File: config.mk
export PLATFORM = sky130hd
export DESIGN_NAME = lap_store
export DESIGN_NICKNAME = d
export VERILOG_FILES = /design/src/rtl/stopwatch_pkg.sv /design/src/rtl/edge_pulse.sv /design/src/rtl/lap_store.sv
export SDC_FILE = /design/constraint.sdc
export NUM_CORES = 1
export LEC_CHECK = 0
export ABC_AREA = 1
export ABC_CLOCK_PERIOD_IN_PS = 2000
export BUFFER_PORTS_ARGS = -buffer_cell sky130_fd_sc_hd__buf_2
export CORE_ASPECT_RATIO = 1.25
export CORE_MARGIN = 2
export CORE_UTILIZATION = 54
export CTS_CLUSTER_DIAMETER = 100
export CTS_CLUSTER_SIZE = 30
export DETAILED_ROUTE_END_ITERATION = 10
export MAX_ROUTING_LAYER = met4
export PLACE_DENSITY = 0.79
export SKIP_CTS_REPAIR_TIMING = 1
export SYNTH_ARGS = -nofsm -noshare
export SYNTH_HDL_FRONTEND = slang
export SYNTH_HIERARCHICAL = 1
export SYNTH_SLANG_ARGS = --single-unit
File: constraint.sdc
create_clock -name clk -period 2 [get_ports clk]
set_input_delay 0.3 -clock clk [delete_from_list [all_inputs] [get_ports clk]]
set_output_delay 0.3 -clock clk [all_outputs]
set_load 0.01 [all_outputs]
File: src/rtl/stopwatch_pkg.sv
// Shared stopwatch types and sizing, used by the controller, time counter and lap store.
package stopwatch_pkg;
  localparam int LAP_DEPTH = 8;
  localparam int TIME_W    = 16;

  typedef logic [TIME_W-1:0]            time_t;
  typedef logic [$clog2(LAP_DEPTH)-1:0] lap_ptr_t;
endpackage

File: src/rtl/edge_pulse.sv
// Rising-edge detector: one-cycle pulse on the first cycle a level input is high.
module edge_pulse (
  input  logic clk,
  input  logic nrst,
  input  logic din,
  output logic pls
);
  logic din_q_r;

  // previous-cycle copy of the level, updated every cycle
  always_ff @(posedge clk or negedge nrst) begin
    if (!nrst) begin
      din_q_r <= 1'b0;
    end else begin
      din_q_r <= din;
    end
  end

  assign pls = din & ~din_q_r;
endmodule

File: src/rtl/lap_store.sv
// Lap-time ring buffer: saves time_in on a write edge, presents stored laps
// newest-to-oldest (wrapping) on successive read edges.
module lap_store import stopwatch_pkg::*; #(
  parameter int DEPTH  = LAP_DEPTH,
  parameter int TIME_W = stopwatch_pkg::TIME_W
) (
  input  logic                       clk,
  input  logic                       nrst,
  input  logic                       clear,
  input  logic                       write,
  input  logic                       read,
  input  logic [TIME_W-1:0]          time_in,
  output logic [TIME_W-1:0]          lap_out,
  output logic [$clog2(DEPTH)-1:0]   lap_idx,
  output logic [$clog2(DEPTH):0]     count,
  output logic                       valid,
  output logic                       full,
  output logic                       empty
);
  localparam int PTR_W = $clog2(DEPTH);
  localparam int CNT_W = PTR_W + 1;

  logic              w_pls_s;
  logic              r_pls_s;
  logic [TIME_W-1:0] mem_r [DEPTH];
  logic [PTR_W-1:0]  wr_ptr_r;
  logic [PTR_W-1:0]  cursor_r;
  logic [CNT_W-1:0]  count_r;
  logic [TIME_W-1:0] lap_out_r;
  logic [PTR_W-1:0]  lap_idx_r;
  logic              valid_r;
  logic [PTR_W-1:0]  rd_addr_s;
  logic              cursor_last_s;

  edge_pulse u_write_edge (.clk(clk), .nrst(nrst), .din(write), .pls(w_pls_s));
  edge_pulse u_read_edge  (.clk(clk), .nrst(nrst), .din(read),  .pls(r_pls_s));

  // age 0 sits just behind the write pointer; older laps further back
  always_comb begin
    rd_addr_s     = wr_ptr_r - PTR_W'(1) - cursor_r;
    cursor_last_s = ({1'b0, cursor_r} == (count_r - CNT_W'(1)));
  end

  // storage array, written only on an accepted save (not reset)
  always_ff @(posedge clk) begin
    if (!clear && w_pls_s) begin
      mem_r[wr_ptr_r] <= time_in;
    end
  end

  // control state: clear beats write, write beats read
  always_ff @(posedge clk or negedge nrst) begin
    if (!nrst) begin
      wr_ptr_r  <= '0;
      count_r   <= '0;
      cursor_r  <= '0;
      lap_out_r <= '0;
      lap_idx_r <= '0;
      valid_r   <= 1'b0;
    end else if (clear) begin
      wr_ptr_r  <= '0;
      count_r   <= '0;
      cursor_r  <= '0;
      lap_out_r <= '0;
      lap_idx_r <= '0;
      valid_r   <= 1'b0;
    end else if (w_pls_s) begin
      wr_ptr_r <= wr_ptr_r + PTR_W'(1);
      if (count_r != CNT_W'(DEPTH)) begin
        count_r <= count_r + CNT_W'(1);
      end
      cursor_r <= '0;
      valid_r  <= 1'b0;
    end else if (r_pls_s) begin
      if (count_r == CNT_W'(0)) begin
        lap_out_r <= '0;
        valid_r   <= 1'b0;
      end else begin
        lap_out_r <= mem_r[rd_addr_s];
        lap_idx_r <= cursor_r;
        valid_r   <= 1'b1;
        cursor_r  <= cursor_last_s ? PTR_W'(0) : cursor_r + PTR_W'(1);
      end
    end
  end

  assign lap_out = lap_out_r;
  assign lap_idx = lap_idx_r;
  assign valid   = valid_r;
  assign count   = count_r;
  assign full    = (count_r == CNT_W'(DEPTH));
  assign empty   = (count_r == CNT_W'(0));
endmodule

==> impl_results.md <==
- Share of cells above drive strength 1: between 20% and 30%
- Root Driver: clkbuf_16
- Final min period: ~2.1 ns
- Initial antenna violation count: 0
- Max_cap viols: 0
- Critical Path Sink Type: flop
- First-pass GRT wire length: approximately 24000 um
- Clock slew at the register clock pins of the worst setup and hold paths: ~0.070 ns
- Crit path max-delay cell type: fa_2
- Core area: about 12000 um2
- Number of port buffers: 46
- Syn avg cell area: about 11 um2
- I/O pin cnt: 47
- Cell mode on critical path: nand3_1
- Hold Fails Final Rpt: 32
- Cell Area, Placed: around 7200 um2
- Req. time, crit path: approximately 2.3 ns
- Reg area: 4640 um2
- Syn nets: between 600 and 700
- Final WL: around 16000 um
- Clk Latency, worst-skew pair: between 0.4 and 0.5 ns
- Status: finished, violations left
- Mapped Cells: a little under 600
- Critical path, cell by cell: ha_4 -> fa_2 -> inv_4 -> clkbuf_16 -> nor2_2 -> o21ai_0 -> nand3_1 -> nand3_1 -> o21ai_1
- Die ar.: between 10000 and 15000 um2
- # H-tree levels: 4
- DRC errors left: 0
- Fillcell total: between 800 and 900
- Leak: ~3.2 nW
- Seq/Total Area, Yosys: a little over two thirds
- Worst path bufs/invs: 2
- Setup CP Type: reg -> reg
- Max Slew Vio Count: 0
- Via density: between 5 and 6
- Synth Warn #: 6
- Nets: about 690
- Die height: about 130 um
- Failing checks: hold timing, setup timing
- Post-DR wirelength/cell: a little under 20 um
- Most frequent cells in the layout: nand2_1, edfxtp_1, nor2_1
- Site Rows: between 40 and 50
- Remaining antenna violation count: 0
- HP Class: in -> async
- CTS tree: yes
- Pwr Total: between 8 and 9 mW
- Setup violations, final: 4
- Die Wd: approximately 100 um
- Routed vias: 4833
- Peak supply drop: ~0.0005 V
- Gr usage total: about a quarter
- Placement Setup Slack: 0.0334 ns
- Worst setup margin: -0.0853 ns
- CTS Sinks: 160
- Top fanout value on the critical path: 8
- Grt ovf: 0
- Initial Util: about 55%
- Maximum clock frequency: about 0.48 GHz
- Commonest non-fill, non-tap cell in the layout: nand2_1
- Clock skew: between 0.01 and 0.015 ns
- Pre-Repair DR Iteration Count: 6
- Library cells used by synthesis: 24
- Arrival @ worst endpoint: ~2.4 ns
- Synthesized cell area: about 6600 um2
- Area grow syn2layout: 21.9%
- Pwr per Cell Area: about 1000 nW/um2
- Initial drt markers: approximately 690
- CP top delay family: adder cells
- Largest net degree at the start of global routing: 61
- Cell area after layout: ~8000 um2
- #FFs+latches synth: 160
- Multi-input gate area: ~1800 um2
- Max-slew headroom: 48.4%
- Routability Congestion: between 0.8 and 0.9
- Least-Margin Pin Slew: just under 0.8 ns
- Post-DP HPWL: roughly 9000 um
- RSZ-0062 raised after global routing: yes
- Tcrit/Tclk final: 104%
- Clock tree buffer depth: 2
- ANT cells: 0
- Vias in the first global route: between 4000 and 5000
- Delay of the slowest critical-path stage: around 0.64 ns
- CTS Buf Count: 17
- Crit path launch type: flop
- Min Hold Slack: -0.0526 ns
stage by stage:
stage,util (%),setup TNS [ns],instances
finish,66.8,-0.188,843
global route,66.8,-1.06,843
CTS,64.7,-0.0911,836
detailed placement,59.5,0,804
global placement,59.5,0,804
floorplan,-,-4.53,590
sequential cells by signal, indices dropped and copies added (netlist names):
register,cells
mem_r,128
u_write_edge/din_q_r,1
wr_ptr_r,3
lap_out,16
lap_idx,3
cursor_r,3
valid,1
count,4
u_read_edge/din_q_r,1
where the power goes:
group	total (mW)	internal (mW)	leakage [nW]	switching, mW
registers	3.71	3.66	1.59	0.0534
clock network	3.42	2.13	0.295	1.29
logic	1.21	0.432	1.29	0.775
layout make-up:
type | count | share of cell area, %
Sequential cell | 160 | 57.7
Tap cell | 164 | 2.55
Inverter | 42 | 2.02
Clock buffer | 20 | 5.55
Multi-Input combinational cell | 364 | 22.2
Clock inverter | 12 | 2.26
Timing Repair Buffer | 81 | 7.65
worst paths after layout:
| kind | start | to | slack [ns] | cells after the start |
|---|---|---|---|---|
| max | wr_ptr_r[0] | lap_out[5] | -0.09 | 9 |
| min | nrst | lap_out[15] | -0.05 | 1 |
| max reg2reg | wr_ptr_r[0] | lap_out[5] | -0.09 | 9 |
| min reg2reg | lap_idx[1] | lap_idx[1] | 0.50 | 2 |
| max in group asynchronous | nrst | lap_out[7] | 1.55 | 1 |
| min in group clk | time_in[15] | mem_r[5][15] | 0.16 | 1 |
Yosys cell counts, drive strengths merged:
master / instances / area, um2
nand2: 133 / 514
edfxtp: 128 / 3840
nor2: 82 / 329
nand3: 73 / 375
o21ai: 60 / 300
inv: 42 / 160
dfrtp: 32 / 801
buf: 19 / 124
a21oi: 9 / 45.0
clkbuf: 5 / 18.8
ha: 5 / 62.6
fa: 1 / 20.0
nand4: 1 / 6.26
per-layer routing:
metal / vias up / share of wire [%] / GRT usage (%) / wire length, um
li1: 2160 / - / - / -
met1: 2300 / 37 / 31.0 / 5990
met2: 316 / 50 / 39.6 / 8250
met3: 57 / 9.0 / 4.38 / 1480
met4: 0 / 4.0 / 12.2 / 663
met5: - / 0 / - / 0
cell families (layout without fill, tap and decap cells):
kind of cell | Yosys count | in the layout | synth area share [%]
AO/OA/AOI/OAI | 69 | 69 | 5.23
adder cells (fa/ha/maj) | 6 | 6 | 1.25
buffers and inverters | 66 | 155 | 4.59
flip-flops | 160 | 160 | 70.4
AND/OR/NAND/NOR | 289 | 289 | 18.6
No activity file was read; power rests on OpenSTA's default activity.
